## src/rtl/wrr_pkt_pkg.sv

```systemverilog
// Shared types for the packet-aware weighted round-robin arbiter.
// Latency: n/a (types only).
// Backpressure: n/a (types only).
package wrr_pkt_pkg;

    // Arbitration phase: IDLE picks a new owner, PKT is inside a packet,
    // GAP sits between packets of the same quantum.
    typedef enum logic [1:0] {
        IDLE = 2'd0,
        PKT  = 2'd1,
        GAP  = 2'd2
    } wrr_state_e;

endpackage

```

## src/rtl/wrr_rr_pick.sv

```systemverilog
// Rotating-priority pick: first requester at or after ptr_i, wrapping to 0.
// Latency: purely combinational.
// Backpressure: none; the caller decides when the pick is consumed.
module wrr_rr_pick #(
    parameter int unsigned NumIn    = 4,
    parameter int unsigned IdxWidth = $clog2(NumIn)
) (
    input  logic [NumIn-1:0]    req_i,
    input  logic [IdxWidth-1:0] ptr_i,
    output logic [IdxWidth-1:0] idx_o,
    output logic                empty_o
);

    logic [NumIn-1:0] upper_req;

    // Lowest set bit of a request vector (trailing-zero count).
    function automatic logic [IdxWidth-1:0] lowest_set(input logic [NumIn-1:0] v);
        lowest_set = '0;
        for (int i = NumIn - 1; i >= 0; i--) begin
            if (v[i]) lowest_set = IdxWidth'(i);
        end
    endfunction

    // Prefer requesters at or above the pointer; otherwise wrap to the lowest one.
    always_comb begin
        upper_req = '0;
        for (int i = 0; i < NumIn; i++) begin
            upper_req[i] = req_i[i] && (IdxWidth'(i) >= ptr_i);
        end
        idx_o   = (|upper_req) ? lowest_set(upper_req) : lowest_set(req_i);
        empty_o = ~|req_i;
    end

endmodule

```

## src/rtl/wrr_pkt_arbiter.sv

```systemverilog
// Packet-aware WRR arbiter: an owner keeps the output for up to weight_i whole packets.
// Latency: zero-cycle datapath; arbitration state updates on the edge after a handshake.
// Backpressure: gnt_i is forwarded combinationally to the single selected input's gnt_o.
module wrr_pkt_arbiter
    import wrr_pkt_pkg::*;
#(
    parameter int unsigned NumIn       = 4,
    parameter int unsigned DataWidth   = 32,
    parameter type         DataType    = logic [DataWidth-1:0],
    parameter int unsigned WeightWidth = 4,
    parameter int unsigned IdxWidth    = $clog2(NumIn),
    parameter type         idx_t       = logic [IdxWidth-1:0]
) (
    input  logic                              clk_i,
    input  logic                              rst_ni,
    input  logic                              flush_i,
    input  logic [NumIn-1:0][WeightWidth-1:0] weight_i,
    input  logic [NumIn-1:0]                  req_i,
    input  logic [NumIn-1:0]                  last_i,
    input  DataType                           data_i [NumIn],
    output logic [NumIn-1:0]                  gnt_o,
    output logic                              req_o,
    output logic                              last_o,
    output DataType                           data_o,
    output idx_t                              idx_o,
    input  logic                              gnt_i
);

    wrr_state_e             state_q;
    idx_t                   ptr_q;
    idx_t                   cur_q;
    logic [WeightWidth-1:0] cnt_q;

    idx_t                   pick_idx;
    logic                   pick_empty;
    logic                   hs;
    logic                   cur_req;
    logic [WeightWidth-1:0] w_sel;
    logic [WeightWidth-1:0] w_eff;

    // Pointer increment that never leaves the 0..NumIn-1 range.
    function automatic idx_t wrap_inc(input idx_t i);
        wrap_inc = (i == idx_t'(NumIn - 1)) ? '0 : i + idx_t'(1);
    endfunction

    wrr_rr_pick #(
        .NumIn   (NumIn),
        .IdxWidth(IdxWidth)
    ) u_pick (
        .req_i  (req_i),
        .ptr_i  (ptr_q),
        .idx_o  (pick_idx),
        .empty_o(pick_empty)
    );

    // Output mux: free pick in IDLE, locked owner otherwise; zero-weight counts as one.
    always_comb begin
        cur_req = req_i[cur_q];
        w_sel   = weight_i[pick_idx];
        w_eff   = (w_sel == '0) ? WeightWidth'(1) : w_sel;
        if (state_q == IDLE) begin
            idx_o = pick_empty ? '0 : pick_idx;
            req_o = ~pick_empty;
        end else begin
            idx_o = cur_q;
            req_o = cur_req;
        end
        data_o = data_i[idx_o];
        last_o = last_i[idx_o];
        hs     = req_o & gnt_i;
        for (int i = 0; i < NumIn; i++) begin
            gnt_o[i] = hs && (idx_o == idx_t'(i));
        end
    end

    // Arbitration state: lock, count packets of the quantum, rotate the pointer on release.
    always_ff @(posedge clk_i) begin
        if (!rst_ni || flush_i) begin
            // Reset and flush clear to identical values; a flushed lock is simply dropped.
            state_q <= IDLE;
            ptr_q   <= '0;
            cur_q   <= '0;
            cnt_q   <= '0;
        end else begin
            case (state_q)
                IDLE: begin
                    if (hs) begin
                        if (!last_o) begin
                            state_q <= PKT;
                            cur_q   <= pick_idx;
                            cnt_q   <= w_eff;
                        end else if (w_eff == WeightWidth'(1)) begin
                            ptr_q   <= wrap_inc(pick_idx);
                        end else begin
                            state_q <= GAP;
                            cur_q   <= pick_idx;
                            cnt_q   <= w_eff - WeightWidth'(1);
                        end
                    end
                end
                PKT, GAP: begin
                    if (state_q == GAP && !cur_req) begin
                        // Owner has nothing queued between packets: give up the rest of the quantum.
                        state_q <= IDLE;
                        ptr_q   <= wrap_inc(cur_q);
                    end else if (hs && last_o) begin
                        if (cnt_q == WeightWidth'(1)) begin
                            state_q <= IDLE;
                            ptr_q   <= wrap_inc(cur_q);
                        end else begin
                            state_q <= GAP;
                            cnt_q   <= cnt_q - WeightWidth'(1);
                        end
                    end else if (hs) begin
                        state_q <= PKT;
                    end
                end
                default: state_q <= IDLE;
            endcase
        end
    end

    a_gnt_onehot: assert property (@(posedge clk_i) disable iff (!rst_ni)
        $onehot0(gnt_o));

    a_idx_stable: assert property (@(posedge clk_i) disable iff (!rst_ni)
        (state_q != IDLE && $past(state_q) != IDLE && !$past(flush_i)) |-> (idx_o == $past(idx_o)));

    a_owner_only: assert property (@(posedge clk_i) disable iff (!rst_ni)
        (state_q != IDLE) |-> (gnt_o == '0 || gnt_o[cur_q]));

endmodule
```

## config.mk

```make
export PLATFORM = sky130hd
export DESIGN_NAME = wrr_pkt_arbiter
export DESIGN_NICKNAME = d
export VERILOG_FILES = /design/src/rtl/wrr_pkt_pkg.sv /design/src/rtl/wrr_rr_pick.sv /design/src/rtl/wrr_pkt_arbiter.sv
export SDC_FILE = /design/constraint.sdc
export NUM_CORES = 1
export LEC_CHECK = 0
export ABC_CLOCK_PERIOD_IN_PS = 7650
export CORE_MARGIN = 4
export CORE_UTILIZATION = 33
export CTS_CLUSTER_DIAMETER = 30
export CTS_CLUSTER_SIZE = 14
export DETAILED_ROUTE_END_ITERATION = 6
export GPL_TIMING_DRIVEN = 0
export PLACE_DENSITY_LB_ADDON = 0.3
export RECOVER_POWER = 100
export SLEW_MARGIN = 40
export SYNTH_ARGS = -nofsm -noshare
export SYNTH_HDL_FRONTEND = slang
export SYNTH_SLANG_ARGS = --single-unit
```

## constraint.sdc

```tcl
create_clock -name clk_i -period 7.65 [get_ports clk_i]
set_clock_uncertainty 0.15 [all_clocks]
set_input_delay 0.765 -clock clk_i [delete_from_list [all_inputs] [get_ports clk_i]]
set_output_delay 0.765 -clock clk_i [all_outputs]
set_load 0.01 [all_outputs]
```

==> metrics.txt <==
# TYPE chip_impl_metric gauge
chip_impl_info{name="outcome",value="complete, no violations"} 1
chip_impl_metric{name="detail_route.drc_violations",unit=""} 0
chip_impl_metric{name="final_nets",unit=""} 574
chip_impl_metric{name="grt_util_met3",unit="%"} 7.40
chip_impl_info{name="globalRoute.busiestLayer",value="met2"} 1
chip_impl_metric{name="number_of_buffers_created_by_cts",unit=""} 3
chip_impl_metric{name="clock_insertion_delay_worst_skew",unit="ps"} 240
chip_impl_metric{name="vias_per_cell",unit=""} 5.46
chip_impl_metric{name="critical_path.n_buffers_inverters",unit=""} 4
chip_impl_metric{name="power.net_switching",unit="uW"} 177
chip_impl_metric{name="clkSinkCount",unit=""} 10
chip_impl_metric{name="synthesis.instances",unit=""} 209
chip_impl_metric{name="finalSetupViolCount",unit=""} 0
chip_impl_metric{name="postPlaceCellArea",unit="um^2"} 4060
chip_impl_info{name="min-delay-path-class",value="flip-flop to flip-flop"} 1
chip_impl_metric{name="die_w",unit="um"} 86.1
chip_impl_info{name="critical_path.top_delay_family",value="buffers and inverters"} 1
chip_impl_info{name="clk_root_buffer_cell",value="clkbuf_8"} 1
chip_impl_metric{name="synth-edff-count",unit=""} 0
chip_impl_metric{name="ir_drop",unit="V"} 0.000106
chip_impl_info{name="critical_path.slowest_cell",value="dlygate4sd3_1"} 1
chip_impl_metric{name="hold_violations",unit=""} 0
chip_impl_info{name="sequence_of_cells_on_the_critical_path",value="dlygate4sd3_1, nor2b_1, a211o_1, a31oi_1, inv_1, clkbuf_1, mux4_2, dlygate4sd3_1"} 1
chip_impl_metric{name="clk_transition_reported_paths",unit="ps"} 60
chip_impl_metric{name="final_min_period_over_clock_period",unit="%"} 67.5
chip_impl_info{name="tritoncts",value="yes"} 1
chip_impl_metric{name="leakage",unit="uW"} 0.00152
chip_impl_metric{name="ys_types",unit=""} 55
chip_impl_metric{name="core_region_area",unit="um^2"} 5920
chip_impl_metric{name="cts_hold_buffers",unit=""} 0
chip_impl_metric{name="arrival_time_of_the_worst_setup_path",unit="ps"} 4250
chip_impl_metric{name="pin_count_of_the_biggest_net_entering_global_routing",unit=""} 11
chip_impl_metric{name="synth.ff_latch_count",unit=""} 10
chip_impl_metric{name="gr-total-overflow",unit=""} 0
chip_impl_info{name="post_synth_top_cells",value="mux4_2, nand2_1, nand3_1, o21ai_0, inv_1"} 1
chip_impl_metric{name="comb_power_share",unit="%"} 73.7
chip_impl_info{name="post-synth-top-count-cell",value="mux4_2"} 1
chip_impl_metric{name="diodes",unit=""} 0
chip_impl_metric{name="met1_usage",unit="%"} 28.6
chip_impl_info{name="grt_setup_unrepaired",value="no"} 1
chip_impl_metric{name="timing_worst_slew_pin_value",unit="ps"} 698
chip_impl_metric{name="yosysTopAreaCellShare",unit="%"} 31.3
chip_impl_metric{name="antenna_found_initial",unit=""} 0
chip_impl_metric{name="track_usage",unit="%"} 25.6
chip_impl_metric{name="place.detailed.hpwl",unit="um"} 8520
chip_impl_metric{name="detailedRoute.firstIterationViolations",unit=""} 137
chip_impl_info{name="crit_path_start_kind",value="primary input"} 1
chip_impl_metric{name="cts_max_level",unit=""} 1
chip_impl_metric{name="dr_total_vias",unit=""} 2638
chip_impl_info{name="cpMostUsedCell",value="dlygate4sd3_1"} 1
chip_impl_metric{name="worst_path_largest_cell_delay",unit="ps"} 670
chip_impl_metric{name="dieArea",unit="um^2"} 7420
chip_impl_info{name="critical_path_class",value="primary input to primary output"} 1
chip_impl_metric{name="max_clock_freq",unit="MHz"} 194
chip_impl_metric{name="worst-endpoint-required",unit="ps"} 6730
chip_impl_metric{name="remaining_antenna_violation_count_after_routing",unit=""} 0
chip_impl_metric{name="slew_headroom",unit="%"} 53.2
chip_impl_metric{name="seq_power_share",unit="%"} 12.2
chip_impl_metric{name="cap_violations",unit=""} 0
chip_impl_metric{name="post-cts-setup-buffers",unit=""} 0
chip_impl_metric{name="p_sw_share",unit="%"} 36.2
chip_impl_metric{name="via_count_of_the_first_global_routing_pass",unit=""} 2655
chip_impl_info{name="post-synth-top-area-cell",value="mux4_2"} 1
chip_impl_metric{name="synthesis.yosys.warnings",unit=""} 0
chip_impl_metric{name="ioPinCount",unit=""} 196
chip_impl_metric{name="finalInstanceArea",unit="um^2"} 4100
chip_impl_metric{name="syn_nets",unit=""} 374
chip_impl_metric{name="post_route_cells_drive_above_1_share",unit="%"} 10.5
chip_impl_metric{name="p_int",unit="uW"} 312
chip_impl_metric{name="placer_s_final_routability_congestion_estimate",unit=""} 0.844
chip_impl_metric{name="ffs_w_async_s_r_synth",unit="%"} 0
chip_impl_metric{name="final.min_clock_period",unit="ps"} 5160
chip_impl_metric{name="clock_power_share",unit="%"} 14.1
chip_impl_metric{name="fin_setup_tns",unit="ps"} 0
chip_impl_metric{name="finalMaxSlewViolations",unit=""} 0
chip_impl_info{name="synth_top_area_cells",value="mux4_2, dfxtp_1, mux4_1"} 1
chip_impl_metric{name="layout-area-overhead-vs-synth",unit="%"} 103
chip_impl_metric{name="wirelength",unit="um"} 9730
chip_impl_metric{name="wire_length_of_the_first_global_routing_pass",unit="um"} 14500
chip_impl_info{name="synth_ff_type",value="dfxtp_1"} 1
chip_impl_metric{name="cts_resized",unit=""} 0
chip_impl_metric{name="port_buffers",unit=""} 195
chip_impl_metric{name="chipHeight",unit="um"} 86.1
chip_impl_metric{name="synth_area",unit="um^2"} 2010
chip_impl_info{name="worstSetupEndpointType",value="primary output"} 1
chip_impl_metric{name="postSynthAreaPerCell",unit="um^2"} 9.64
chip_impl_metric{name="power.density_cell_area",unit="nW/um^2"} 119
chip_impl_metric{name="crit_path_max_fanout",unit=""} 10
chip_impl_metric{name="synth.yosys.seq_area_share",unit="%"} 9.94
chip_impl_metric{name="placement_rows",unit=""} 28
chip_impl_metric{name="gr_layer_usage_met2",unit="%"} 45.9
chip_impl_metric{name="routed_wire_length_per_instance",unit="um"} 20.1
chip_impl_metric{name="drt_pre_antenna_iters",unit=""} 4
chip_impl_metric{name="starting_density_of_the_core",unit="%"} 34.0
chip_impl_metric{name="cts.path.max_buffers",unit=""} 2
-- area by class of cell --
type / count / area, um^2
Fill cell: 475 / 1820
Inverter: 16 / 62.6
Multi-Input combinational cell: 173 / 1690
Timing Repair Buffer: 195 / 1950
Clock buffer: 4 / 55.1
Buffer: 10 / 48.8
Tap cell: 75 / 93.8
Sequential cell: 10 / 200
-- metrics by stage --
step	hold slack [ps]	worst slack (ps)	cells	power (uW)	utilization, %
floorplan	299	4110	209	250	-
global placement	315	2770	479	430	68.6
detailed placement	337	2730	479	437	68.6
CTS	344	2720	483	508	69.5
global route	353	2290	483	524	69.2
finish	347	2490	483	489	69.2
-- worst paths after layout --
path / slack (ps) / to / cells past startpoint / start
max: 2490 / data_o[14] / 8 / req_i[1]
min: 350 / state_q[0]$_SDFFE_PP0P_ / 2 / state_q[0]$_SDFFE_PP0P_
max reg2reg: 3670 / cnt_q[0]$_SDFFE_PP0P_ / 10 / ptr_q[1]$_SDFFE_PP0P_
min reg2reg: 350 / state_q[0]$_SDFFE_PP0P_ / 2 / state_q[0]$_SDFFE_PP0P_
-- layout by cell type, fill, tap and decap left out, types with 3 or more instances in the layout --
master	netlist	routed
a211o_1	3	3
a211oi_1	3	4
a21o_1	3	3
a21oi_1	12	12
a311oi_1	2	3
a31oi_1	4	5
clkbuf_1	3	6
clkbuf_8	0	4
clkdlybuf4s50_1	0	161
dfxtp_1	10	10
dlygate4sd3_1	0	34
ha_1	9	9
inv_1	13	14
mux2i_1	5	5
mux4_1	5	5
mux4_2	28	28
nand2_1	16	16
nand2b_1	4	4
nand3_1	15	15
nor2_1	11	11
nor2b_1	4	4
nor3_1	3	3
o21ai_0	15	15
-- kinds of logic after synthesis --
family / count (synthesis) / share of synthesized area, %
xor+xnor: 1 / 0.435
fa+ha+maj: 9 / 5.59
buf+inv: 26 / 5.40
flops: 10 / 9.94
compound gates: 58 / 20.7
simple gates: 66 / 17.0
mux: 39 / 40.9
-- sequential cells by signal (all words and copies together) (netlist names) --
name / count
cnt_q: 4
cur_q: 2
ptr_q: 2
state_q: 2
-- metal layers --
| layer | vias up | wire length [um] |
|---|---|---|
| met5 | - | 0 |
| met4 | 0 | 332 |
| met3 | 29 | 913 |
| met2 | 126 | 4970 |
| met1 | 1234 | 3510 |
| li1 | 1249 | - |
-- worst reg2reg max path, cell delays in order, from the launching register on --
cell	delay [ps]
dfxtp_1	420
nand2_1	100
a211o_1	390
a31oi_1	540
inv_1	360
a211oi_1	450
or2_0	350
inv_4	100
a311oi_1	650
mux2i_1	260
a21oi_1	80
-- power groups by stage --
stage,logic (uW),registers (uW),clock network (uW)
floorplan,190,59.7,0
global placement,370,60.5,0
detailed placement,377,60.8,0
CTS,378,59.7,69.7
global route,390,60.3,73.7
finish,360,59.7,68.9
(Power assumes the default switching activity.)
